[config.mk]
export PLATFORM = sky130hd
export DESIGN_NAME = alu_branch_decoder_flat
export DESIGN_NICKNAME = d
export VERILOG_FILES = /design/src/rtl/alu_branch_decoder_if.sv /design/src/rtl/alu_branch_decoder.sv /design/src/flat_wrapper.sv
export SDC_FILE = /design/constraint.sdc
export NUM_CORES = 1
export LEC_CHECK = 0
export CORE_MARGIN = 8
export CORE_UTILIZATION = 25
export CTS_BUF_LIST = sky130_fd_sc_hd__clkbuf_4
export DETAILED_ROUTE_END_ITERATION = 10
export PLACE_DENSITY = 0.46
export SETUP_SLACK_MARGIN = 0.3
export SLEW_MARGIN = 20
export SYNTH_ARGS = -nofsm -noshare
export SYNTH_HDL_FRONTEND = slang
export SYNTH_SLANG_ARGS = --single-unit
export TNS_END_PERCENT = 1
[constraint.sdc]
create_clock -name clk -period 2.6 [get_ports clk]
set_clock_uncertainty 0.15 [all_clocks]
set_input_delay 0.26 -clock clk [delete_from_list [all_inputs] [get_ports clk]]
set_output_delay 0.26 -clock clk [all_outputs]
set_load 0.05 [all_outputs]
[src/rtl/alu_branch_decoder_if.sv]
// Bundle of the instruction-decode and ALU signals of alu_branch_decoder.
//
//   word            instruction word (16)
//   status          CPU flags: bit0 Z, bit1 N, bit2 V, bit3 C (8)
//   value1, value2  ALU operands (16 each)
//   operator_group  decoded instruction group (4)
//   operator        decoded operation / condition code (4)
//   val, flag_mask  immediate byte and flag set/clear mask (8 each)
//   rg1, rg2        register selects (3 each)
//   relative_addr   signed branch offset (10)
//   is_checked      branch condition true (1)
//   alu_out         registered ALU result (16)
//   alu_flags       registered 16-bit result flags {C,V,N,Z} (4)
//   alu_flags8      registered 8-bit result flags {C,V,N,Z} (4)
//
// master: the CPU side that supplies the instruction and operands.
// slave : the decoder/ALU.
interface alu_branch_decoder_if;
  logic [15:0] word;
  logic [7:0]  status;
  logic [15:0] value1;
  logic [15:0] value2;
  logic [3:0]  operator_group;
  logic [3:0]  operator;
  logic [7:0]  val;
  logic [7:0]  flag_mask;
  logic [2:0]  rg1;
  logic [2:0]  rg2;
  logic [9:0]  relative_addr;
  logic        is_checked;
  logic [15:0] alu_out;
  logic [3:0]  alu_flags;
  logic [3:0]  alu_flags8;

  modport master (
    output word, status, value1, value2,
    input  operator_group, operator, val, flag_mask, rg1, rg2,
           relative_addr, is_checked, alu_out, alu_flags, alu_flags8
  );

  modport slave (
    input  word, status, value1, value2,
    output operator_group, operator, val, flag_mask, rg1, rg2,
           relative_addr, is_checked, alu_out, alu_flags, alu_flags8
  );
endinterface

[src/rtl/alu_branch_decoder.sv]
// Instruction decoder, branch-condition evaluator and registered ALU.
//
//   clk    rising-edge clock for the ALU result registers
//   reset  asynchronous, active-high; clears alu_out/alu_flags/alu_flags8
//   bus    alu_branch_decoder_if.slave (see interface file for fields)
//
// Decode fields and is_checked are purely combinational (zero latency).
// The ALU result and both flag sets are captured one clock after the
// word/operands are presented.
module alu_branch_decoder (
  input  logic                 clk,
  input  logic                 reset,
  alu_branch_decoder_if.slave  bus
);

  typedef enum logic [3:0] {
    G_RJMP          = 4'd0,
    G_SFLAG         = 4'd2,
    G_UFLAG         = 4'd3,
    G_WRRMATH       = 4'd4,
    G_WRSMATH       = 4'd5,
    G_CRRMATH       = 4'd6,
    G_CRSMATH       = 4'd7,
    G_WRRMATH_MEM   = 4'd8,
    G_WRSMATH_STACK = 4'd9,
    G_SPECIAL_LONG  = 4'd10,
    G_SPECIAL       = 4'd11,
    G_CRVMATH       = 4'd12
  } group_e;

  group_e      grp;
  logic [3:0]  op;
  logic        cin;

  assign cin = bus.status[3];

  // ---------------------------------------------------------------
  // Decode
  // ---------------------------------------------------------------
  always_comb begin
    // NOTE: every always_comb output gets a default first so no path
    // leaves it unassigned, which would otherwise infer a latch.
    grp = G_RJMP;
    casez (bus.word[15:12])
      4'b000?: grp = G_RJMP;
      4'b0010: grp = G_SFLAG;
      4'b0011: grp = G_UFLAG;
      4'b0100: grp = G_WRRMATH;
      4'b0101: grp = G_WRSMATH;
      4'b0110: grp = G_CRRMATH;
      4'b0111: grp = G_CRSMATH;
      4'b1000: grp = G_WRRMATH_MEM;
      4'b1001: grp = G_WRSMATH_STACK;
      4'b1010: grp = G_SPECIAL_LONG;
      4'b1011: grp = G_SPECIAL;
      4'b11??: grp = G_CRVMATH;
      default: grp = G_RJMP;
    endcase
  end

  // RJMP and CRVMATH borrow high word bits for the opcode, so their
  // operator and rg1 fields sit at different positions.
  always_comb begin
    op      = bus.word[11:8];
    bus.rg1 = bus.word[7:5];
    if (grp == G_RJMP) begin
      op = {1'b0, bus.word[12:10]};
    end else if (grp == G_CRVMATH) begin
      op      = {1'b0, bus.word[13:11]};
      bus.rg1 = bus.word[10:8];
    end
  end

  assign bus.operator_group = grp;
  assign bus.operator       = op;
  assign bus.rg2            = bus.word[4:2];
  assign bus.val            = bus.word[7:0];
  assign bus.flag_mask      = bus.word[7:0];
  assign bus.relative_addr  = bus.word[9:0];

  // Branch condition: status bit0 Z, bit1 N, bit2 V, bit3 C.
  always_comb begin
    bus.is_checked = 1'b0;
    case (op)
      4'd1:    bus.is_checked =  bus.status[0];
      4'd2:    bus.is_checked = ~bus.status[0];
      4'd3:    bus.is_checked =  bus.status[3];
      4'd4:    bus.is_checked = ~bus.status[3];
      4'd5:    bus.is_checked =  bus.status[1];
      4'd6:    bus.is_checked = ~bus.status[1];
      4'd7:    bus.is_checked =  bus.status[2];
      default: bus.is_checked = 1'b0;
    endcase
  end

  // ---------------------------------------------------------------
  // ALU
  // ---------------------------------------------------------------
  // All add/subtract forms share one adder: subtraction is
  // opa + ~opb + ~borrow_in, so the adder carry-out is the inverted borrow.
  logic        single;
  logic        arith;
  logic        is_sub;
  logic        k;
  logic [15:0] opa, opb, b_eff;
  logic        c_in;
  logic [16:0] sum;
  logic [8:0]  sum8;
  logic [15:0] res;
  logic        c, v, c8, v8;

  assign single = (grp == G_WRSMATH) || (grp == G_CRSMATH);

  always_comb begin
    arith  = 1'b0;
    is_sub = 1'b0;
    k      = 1'b0;
    opa    = bus.value1;
    opb    = bus.value2;
    res    = bus.value1;
    c      = 1'b0;
    v      = 1'b0;
    c8     = 1'b0;
    v8     = 1'b0;

    if (!single) begin
      case (op)
        4'd0: arith = 1'b1;
        4'd1: begin arith = 1'b1; k = cin; end
        4'd2: begin arith = 1'b1; is_sub = 1'b1; end
        4'd3: begin arith = 1'b1; is_sub = 1'b1; k = cin; end
        4'd4: res = bus.value1 & bus.value2;
        4'd5: res = bus.value1 | bus.value2;
        4'd6: res = bus.value1 ^ bus.value2;
        4'd7: res = bus.value2;
        default: res = bus.value1;
      endcase
    end else begin
      case (op)
        4'd0: begin arith = 1'b1; opb = 16'd1; end
        4'd1: begin arith = 1'b1; opb = 16'd1; is_sub = 1'b1; end
        4'd2: res = ~bus.value1;
        4'd3: begin arith = 1'b1; opa = 16'd0; opb = bus.value1; is_sub = 1'b1; end
        4'd4: begin
          res = {bus.value1[14:0], 1'b0};
          c   = bus.value1[15];
          c8  = bus.value1[7];
        end
        4'd5: begin
          res = {1'b0, bus.value1[15:1]};
          c   = bus.value1[0];
          c8  = bus.value1[0];
        end
        4'd6: begin
          res = {bus.value1[14:0], cin};
          c   = bus.value1[15];
          c8  = bus.value1[7];
        end
        4'd7: begin
          res = {cin, bus.value1[15:1]};
          c   = bus.value1[0];
          c8  = bus.value1[0];
        end
        default: res = bus.value1;
      endcase
    end

    b_eff = is_sub ? ~opb : opb;
    c_in  = is_sub ? ~k : k;
    sum   = {1'b0, opa} + {1'b0, b_eff} + {16'd0, c_in};
    sum8  = {1'b0, opa[7:0]} + {1'b0, b_eff[7:0]} + {8'd0, c_in};

    if (arith) begin
      res = sum[15:0];
      c   = sum[16] ^ is_sub;
      c8  = sum8[8] ^ is_sub;
      v   = (opa[15] == b_eff[15]) && (sum[15] != opa[15]);
      v8  = (opa[7] == b_eff[7]) && (sum8[7] != opa[7]);
    end
  end

  always_ff @(posedge clk or posedge reset) begin
    // NOTE: sequential state uses non-blocking assignments so every
    // register samples pre-edge values regardless of process order.
    if (reset) begin
      bus.alu_out    <= 16'd0;
      bus.alu_flags  <= 4'd0;
      bus.alu_flags8 <= 4'd0;
    end else begin
      bus.alu_out    <= res;
      bus.alu_flags  <= {c, v, res[15], res == 16'd0};
      bus.alu_flags8 <= {c8, v8, res[7], res[7:0] == 8'd0};
    end
  end

endmodule

[src/flat_wrapper.sv]
// flat-port wrapper written by rule: the top's interface ports become plain ports
module alu_branch_decoder_flat 
  (clk, reset, bus_word, bus_status, bus_value1, bus_value2, bus_operator_group, bus_operator, bus_val, bus_flag_mask, bus_rg1, bus_rg2, bus_relative_addr, bus_is_checked, bus_alu_out, bus_alu_flags, bus_alu_flags8);
  alu_branch_decoder_if bus_i ();
  input  logic clk;
  input  logic reset;
  input wire logic [$bits(bus_i.word)-1:0] bus_word;
  input wire logic [$bits(bus_i.status)-1:0] bus_status;
  input wire logic [$bits(bus_i.value1)-1:0] bus_value1;
  input wire logic [$bits(bus_i.value2)-1:0] bus_value2;
  output wire logic [$bits(bus_i.operator_group)-1:0] bus_operator_group;
  output wire logic [$bits(bus_i.operator)-1:0] bus_operator;
  output wire logic [$bits(bus_i.val)-1:0] bus_val;
  output wire logic [$bits(bus_i.flag_mask)-1:0] bus_flag_mask;
  output wire logic [$bits(bus_i.rg1)-1:0] bus_rg1;
  output wire logic [$bits(bus_i.rg2)-1:0] bus_rg2;
  output wire logic [$bits(bus_i.relative_addr)-1:0] bus_relative_addr;
  output wire logic [$bits(bus_i.is_checked)-1:0] bus_is_checked;
  output wire logic [$bits(bus_i.alu_out)-1:0] bus_alu_out;
  output wire logic [$bits(bus_i.alu_flags)-1:0] bus_alu_flags;
  output wire logic [$bits(bus_i.alu_flags8)-1:0] bus_alu_flags8;
  assign bus_i.word = bus_word;
  assign bus_i.status = bus_status;
  assign bus_i.value1 = bus_value1;
  assign bus_i.value2 = bus_value2;
  assign bus_operator_group = bus_i.operator_group;
  assign bus_operator = bus_i.operator;
  assign bus_val = bus_i.val;
  assign bus_flag_mask = bus_i.flag_mask;
  assign bus_rg1 = bus_i.rg1;
  assign bus_rg2 = bus_i.rg2;
  assign bus_relative_addr = bus_i.relative_addr;
  assign bus_is_checked = bus_i.is_checked;
  assign bus_alu_out = bus_i.alu_out;
  assign bus_alu_flags = bus_i.alu_flags;
  assign bus_alu_flags8 = bus_i.alu_flags8;
  alu_branch_decoder u_core (.clk(clk), .reset(reset), .bus(bus_i));
endmodule
### Yosys cells after proc, flatten, opt, wreduce, memory -nomap -nowiden

Index checks and enable logic that the tools add are counted.
Widths: inputs -> output; s select.

* register bits: 24
* input port bits: 58

* $add $sub $neg: 4
* equal/unequal tests: 25
* mux-type cells: 32
* bitwise logic cells: 11
* reduce and logical (&&, ||, !) cells: 15

Operators by type and width (number)
* $mux 16: 6
* $pmux 16 s5: 1
* $pmux 16 s4: 1
* $pmux 4 s12: 1
* $eq 4x3->1 const B: 10
* $not 16->16: 2
* $pmux 16 s2: 1
* $eq 4x4->1 const B: 5
* $add 16x16->17: 1
* $add 17x1->17: 1
* $and 16x16->16: 1
* $eq 4x2->1 const B: 4
* $logic_not 16->1: 1
* $or 16x16->16: 1
* $xor 16x16->16: 1
* $mux 1: 15
* $reduce_or 2->1: 5
* $add 8x8->9: 1
* $add 9x1->9: 1
* $logic_not 4->1: 2
* $logic_not 8->1: 1
* $mux 4: 2
* $pmux 1 s7: 1
* $mux 3: 2
* 12 further kinds: 20

### Longest topological paths before layout

* word-level depth: 16
* mapped depth: 25

### Worst setup path after synthesis

OpenSTA, ideal clock, no wires.

* path type: input to register
* from: in bus_word[15]
* to: reg u_core.bus.alu_flags[0] (netlist bit)
* setup time: 101 ps
* arrival: 4452 ps
* required time: 2349 ps
* path slack: -2103 ps
* stages on the path: 25
* cells stage by stage: buf_6 or2_4 a221o_1 buf_6 inv_2 buf_4 buf_2 buf_2 nor2_1 a21oi_1 nor2_1 a221oi_1 fa_1 inv_1 fa_1 nand2b_1 a21oi_1 o21ai_0 nor2b_1 xnor2_1 nor2_1 a32oi_1 nor4b_4 nand4b_1 nor4_1

* cells in the longest elaborated chain, start to end: 15
* elaborated cells on any way between the ends: 56

RTL lines
* from (decl): RTL line flat_wrapper.sv:7 `input wire logic [$bits(bus_i.word)-1:0] bus_word;`
* $eq 4x4->1 (tied with other cells): RTL line alu_branch_decoder.sv:44 `casez (bus.word[15:12])`
* $pmux 4 s12 (*): RTL line alu_branch_decoder.sv:44
* $eq 4x4->1: RTL line alu_branch_decoder.sv:68 `end else if (grp == G_CRVMATH) begin`
* $mux 4: RTL line alu_branch_decoder.sv:68
* $mux 4 (*): RTL line alu_branch_decoder.sv:66 `if (grp == G_RJMP) begin`
* named net bus_operator[1]: RTL line flat_wrapper.sv:12 `output wire logic [$bits(bus_i.operator)-1:0] bus_operator;`
* $eq 4x1->1 or $logic_not 4->1 (tied branches): RTL line alu_branch_decoder.sv:127, alu_branch_decoder.sv:139
* $reduce_or 2->1 (no source line)
* $pmux 16 s2: RTL line alu_branch_decoder.sv:139 `case (op)`
* $mux 16: RTL line alu_branch_decoder.sv:126 `if (!single) begin`
* $not 16->16: RTL line alu_branch_decoder.sv:168 `b_eff = is_sub ? ~opb : opb;`
* $mux 16: RTL line alu_branch_decoder.sv:168
* $add 16x16->17: RTL line alu_branch_decoder.sv:170 `sum = {1'b0, opa} + {1'b0, b_eff} + {16'd0, c_in};`
* $add 17x1->17: RTL line alu_branch_decoder.sv:170
* $mux 16 (*): RTL line alu_branch_decoder.sv:173 `if (arith) begin`
* $logic_not 16->1 (*): RTL line alu_branch_decoder.sv:191 `bus.alu_flags <= {c, v, res[15], res == 16'd0};`
* to (signal assigned): RTL line alu_branch_decoder.sv:191
* to (decl): RTL line alu_branch_decoder_if.sv:44 `relative_addr, is_checked, alu_out, alu_flags, alu_flags8`

Mark *: on every way through the listed nets, which the timed path passes. The rest lies on a longest branch.

### Final worst setup path

* from: in bus_word[13]
* to: reg u_core.bus.alu_flags[0] (netlist bit)

* cells in the longest elaborated chain, start to end: 15
* elaborated cells on any way between the ends: 55

RTL lines
* $eq 4x4->1 (tied with other cells): RTL line alu_branch_decoder.sv:44
* $pmux 4 s12: RTL line alu_branch_decoder.sv:44
* $eq 4x4->1: RTL line alu_branch_decoder.sv:68
* $mux 4: RTL line alu_branch_decoder.sv:68
* $mux 4: RTL line alu_branch_decoder.sv:66
* $eq 4x1->1 or $logic_not 4->1 (tied branches): RTL line alu_branch_decoder.sv:127, alu_branch_decoder.sv:139
* $reduce_or 2->1 (no source line)
* $pmux 16 s2: RTL line alu_branch_decoder.sv:139
* $mux 16: RTL line alu_branch_decoder.sv:126
* $not 16->16: RTL line alu_branch_decoder.sv:168
* $mux 16: RTL line alu_branch_decoder.sv:168
* $add 16x16->17: RTL line alu_branch_decoder.sv:170
* $add 17x1->17: RTL line alu_branch_decoder.sv:170
* $mux 16 (*): RTL line alu_branch_decoder.sv:173
* named net u_core.res[11]: RTL line alu_branch_decoder.sv:109 `logic [15:0] res;`
* $logic_not 16->1 (*): RTL line alu_branch_decoder.sv:191

Marked as above.

==> run_results.csv <==
group,metric,value,unit
yosys,synth_adder_area_share,14.9,%
route,top_layer_used,"met4",
placed_design,gp_congestion,0.891,
sta,drv_slew,0,
placed_design,hpwl,13900,um
yosys,synth_top_family_by_area,"compound AO/OA/AOI/OAI gates",
yosys,synth-edff-count,0,
sta,period_share,156,%
cells_and_area,final_core_util,42.9,%
yosys,ys.warnings.count,0,
route,vias_per_cell,4.96,
grt,grt_antenna_before_repair,1,
die,start_util,25.5,%
die,die_width,146,um
yosys,seq_area_frac_synth,13.1,%
clock_network,cts_buffers,3,
sta,layout_min_cycle_time,4070,ps
route,drc_errors,0,
route,ant_nets,0,
yosys,synth-simple-area-share,20.5,%
power_and_ir_drop,swShare,47.5,%
power_and_ir_drop,p_comb_share,77.5,%
route,wl_per_cell,17.0,um
worst_setup_path,startpoint_type,"input port",
die,rows,47,
worst_setup_path,worstSetupPathType,"input port to register",
yosys,ys_types,66,
cells_and_area,drive_gt1_share,36.1,%
worst_setup_path,cpPeakStageDelay,390,ps
worst_setup_path,cp-end-kind,"register",
worst_setup_path,crit_fanout,5,
worst_setup_path,cp_slowest_cell,"a221o_2",
die,core,16500,um2
yosys,synthFlopType,"dfrtp_1",
sta,finalSetupTns,-20430,ps
yosys,yosysTopAreaCellShare,14.0,%
route,wirelength,17500,um
yosys,syn_avg_cell_area,7.23,um2
yosys,synthTopCellsByCount,"nor2_1, nand2_1, ha_1",
power_and_ir_drop,p_int,1.66,mW
yosys,yosys.area.top_type,"ha_1",
yosys,synthTopCellsByArea,"ha_1, dfrtp_1, buf_4",
yosys,async_reset_ff_share,100,%
cells_and_area,areaGrowthSynthToFinish,68.2,%
route,met2_length,8680,um
power_and_ir_drop,ir_drop,0.289,mV
clock_network,root_buffer,"clkbuf_4",
sta,rsz0062_at_grt,"yes",
power_and_ir_drop,seq_power_share,13.8,%
clock_network,cts_max_level,1,
clock_network,clockBufferDepth,2,
sta,max_freq,246,MHz
clock_network,cts_hold_buf,0,
worst_setup_path,critPathRequiredTime,2700,ps
min_path,hold_path_class,"input port to asynchronous set/reset pin",
worst_setup_path,cp.arrival,4170,ps
yosys,synth_compound_area_share,29.1,%
cells_and_area,fillers,1664,
sta,maxSlewHeadroom,44.9,%
grt,grt_max_degree,46,
status,violations,"setup timing",
clock_network,clkTransAtPathRegs,150,ps
yosys,synthMuxAreaShare,2.58,%
yosys,ys_seq_elements,22,
grt,grt_first_pass_wirelength,28100,um
clock_network,clock-sinks,22,
route,vias,5109,
grt,grt_use_total,15.8,%
die,die_h,146,um
route,drt_pass1_iterations,7,
cells_and_area,multiInputGateArea,3440,um2
status,status,"finished with violations",
route,wl_met1,7730,um
power_and_ir_drop,power.leakage,3.24,nW
sta,setup_ws,-1470,ps
route,dr.first_iter.drc_count,347,
worst_setup_path,crit_chain,"buf_8, or2_4, a221o_2, buf_6, nor3_4, buf_12, a22oi_2, xor2_1, ha_1, buf_6, nand2_2, o211ai_1, buf_4, nor3_4, nor2_2, a21oi_2, xor2_1, o221ai_2, nor3_2, nand4b_1, nor4_2",
route,wl_met3,819,um
power_and_ir_drop,p_sw,1.50,mW
cells_and_area,ff_latch_area,551,um2
sta,worstMarginPinSlew,826,ps
grt,grt_pass1_vias,5324,
cells_and_area,nNetsFinal,917,
die,dieArea,21300,um2
yosys,synth_area,4220,um2
grt,overflow,0,
power_and_ir_drop,p_per_area,447,nW/um2
sta,whs,218,ps
placed_design,port_buffers,95,
yosys,synth_xor_area_share,6.23,%
job,max_cap_violations,0,
yosys,syn_inst,583,
power_and_ir_drop,clkPwrFrac,8.6,%
sta,setup_viol,22,
yosys,syn_nets,690,
die,io_pins,123,
clock_network,cts_tree,"done",
sta,hold_viol_final,0,
power_and_ir_drop,p_total,3.17,mW
yosys,synth_most_common_cell,"nor2_1",
[stage by stage]
stage	std cells	worst slack, ps	cell area [um2]
after floorplan	583	-1600	4310
after global placement	994	-2250	6400
after detailed placement	994	-2390	6400
after CTS	1013	-1370	6790
after global routing	1030	-1590	7090
final	1030	-1470	7090
[registers in the layout, summed over array words and instances, names as in the netlist]
register,cells
u_core.bus.alu_out,15
u_core.bus.alu_flags,4
u_core.bus.alu_flags8,3
[layout make-up]
| cell class | instances | share of cell area [%] |
|---|---|---|
| diodes | 1 | 0.0353 |
| clock buffers | 3 | 0.318 |
| clock inverters | 1 | 0.424 |
| inverters | 44 | 2.33 |
| multi-input cells | 452 | 48.6 |
| flip-flops and latches | 22 | 7.77 |
| well taps | 220 | 3.88 |
| repair buffers | 287 | 36.7 |
[layout by cell type, fill, tap and decap left out, types with 18 or more instances in the layout]
master and n:
o21ai_0 18, ha_1 47, buf_4 173, buf_6 18
inv_1 41, dfrtp_1 22, xor2_1 19, nand2_1 50
nor2_1 60, a21oi_1 36, clkdlybuf4s50_1 75
[path summary, 6_finish.rpt]
path                               from                 endpoint
max in group asynchronous         reset    u_core.bus.alu_out[3]
min in group clk            bus_word[1]         bus_flag_mask[1]
worst max-delay path       bus_word[13]  u_core.bus.alu_flags[0]
worst min-delay path              reset  u_core.bus.alu_flags[1]
[routing by layer]
metal / global-route usage (%) / vias to the layer above
li1: - / 2511
met1: 19.8 / 2417
met2: 28.1 / 151
met3: 1.96 / 30
met4: 3.90 / 0
met5: 0 / -
[power by group through the flow]
stage	Combinational, mW	Clock, mW	Sequential [mW]
after floorplan	1.08	0	0.717
after global placement	2.15	0	0.444
after detailed placement	2.17	0	0.449
after CTS	2.31	0.285	0.440
after global routing	2.62	0.295	0.447
final	2.45	0.274	0.438
[kinds of logic after synthesis]
family | count (synthesis)
mux | 10
compound gates | 182
xor+xnor | 30
buf+inv | 109
simple gates | 181
fa+ha+maj | 49
flops | 22
[critical path: cells and delay by family]
family | cells | cell delay, ps
adders and majority gates | 1 | 360
and+or+nand+nor | 8 | 1500
AOI/OAI and AO/OA | 5 | 940
xor gates and xnor gates | 2 | 380
buffers and inverters | 5 | 740
[repair_timing]
item                       in CTS  in global routing
hold endpoints to repair        0                  0
gates cloned                    0                  1
setup buffers                  15                 15
setup endpoints to repair      26                 24
pin swaps                      42                 38
resized for setup              84                 43
Power figures use the tool's default switching activity.
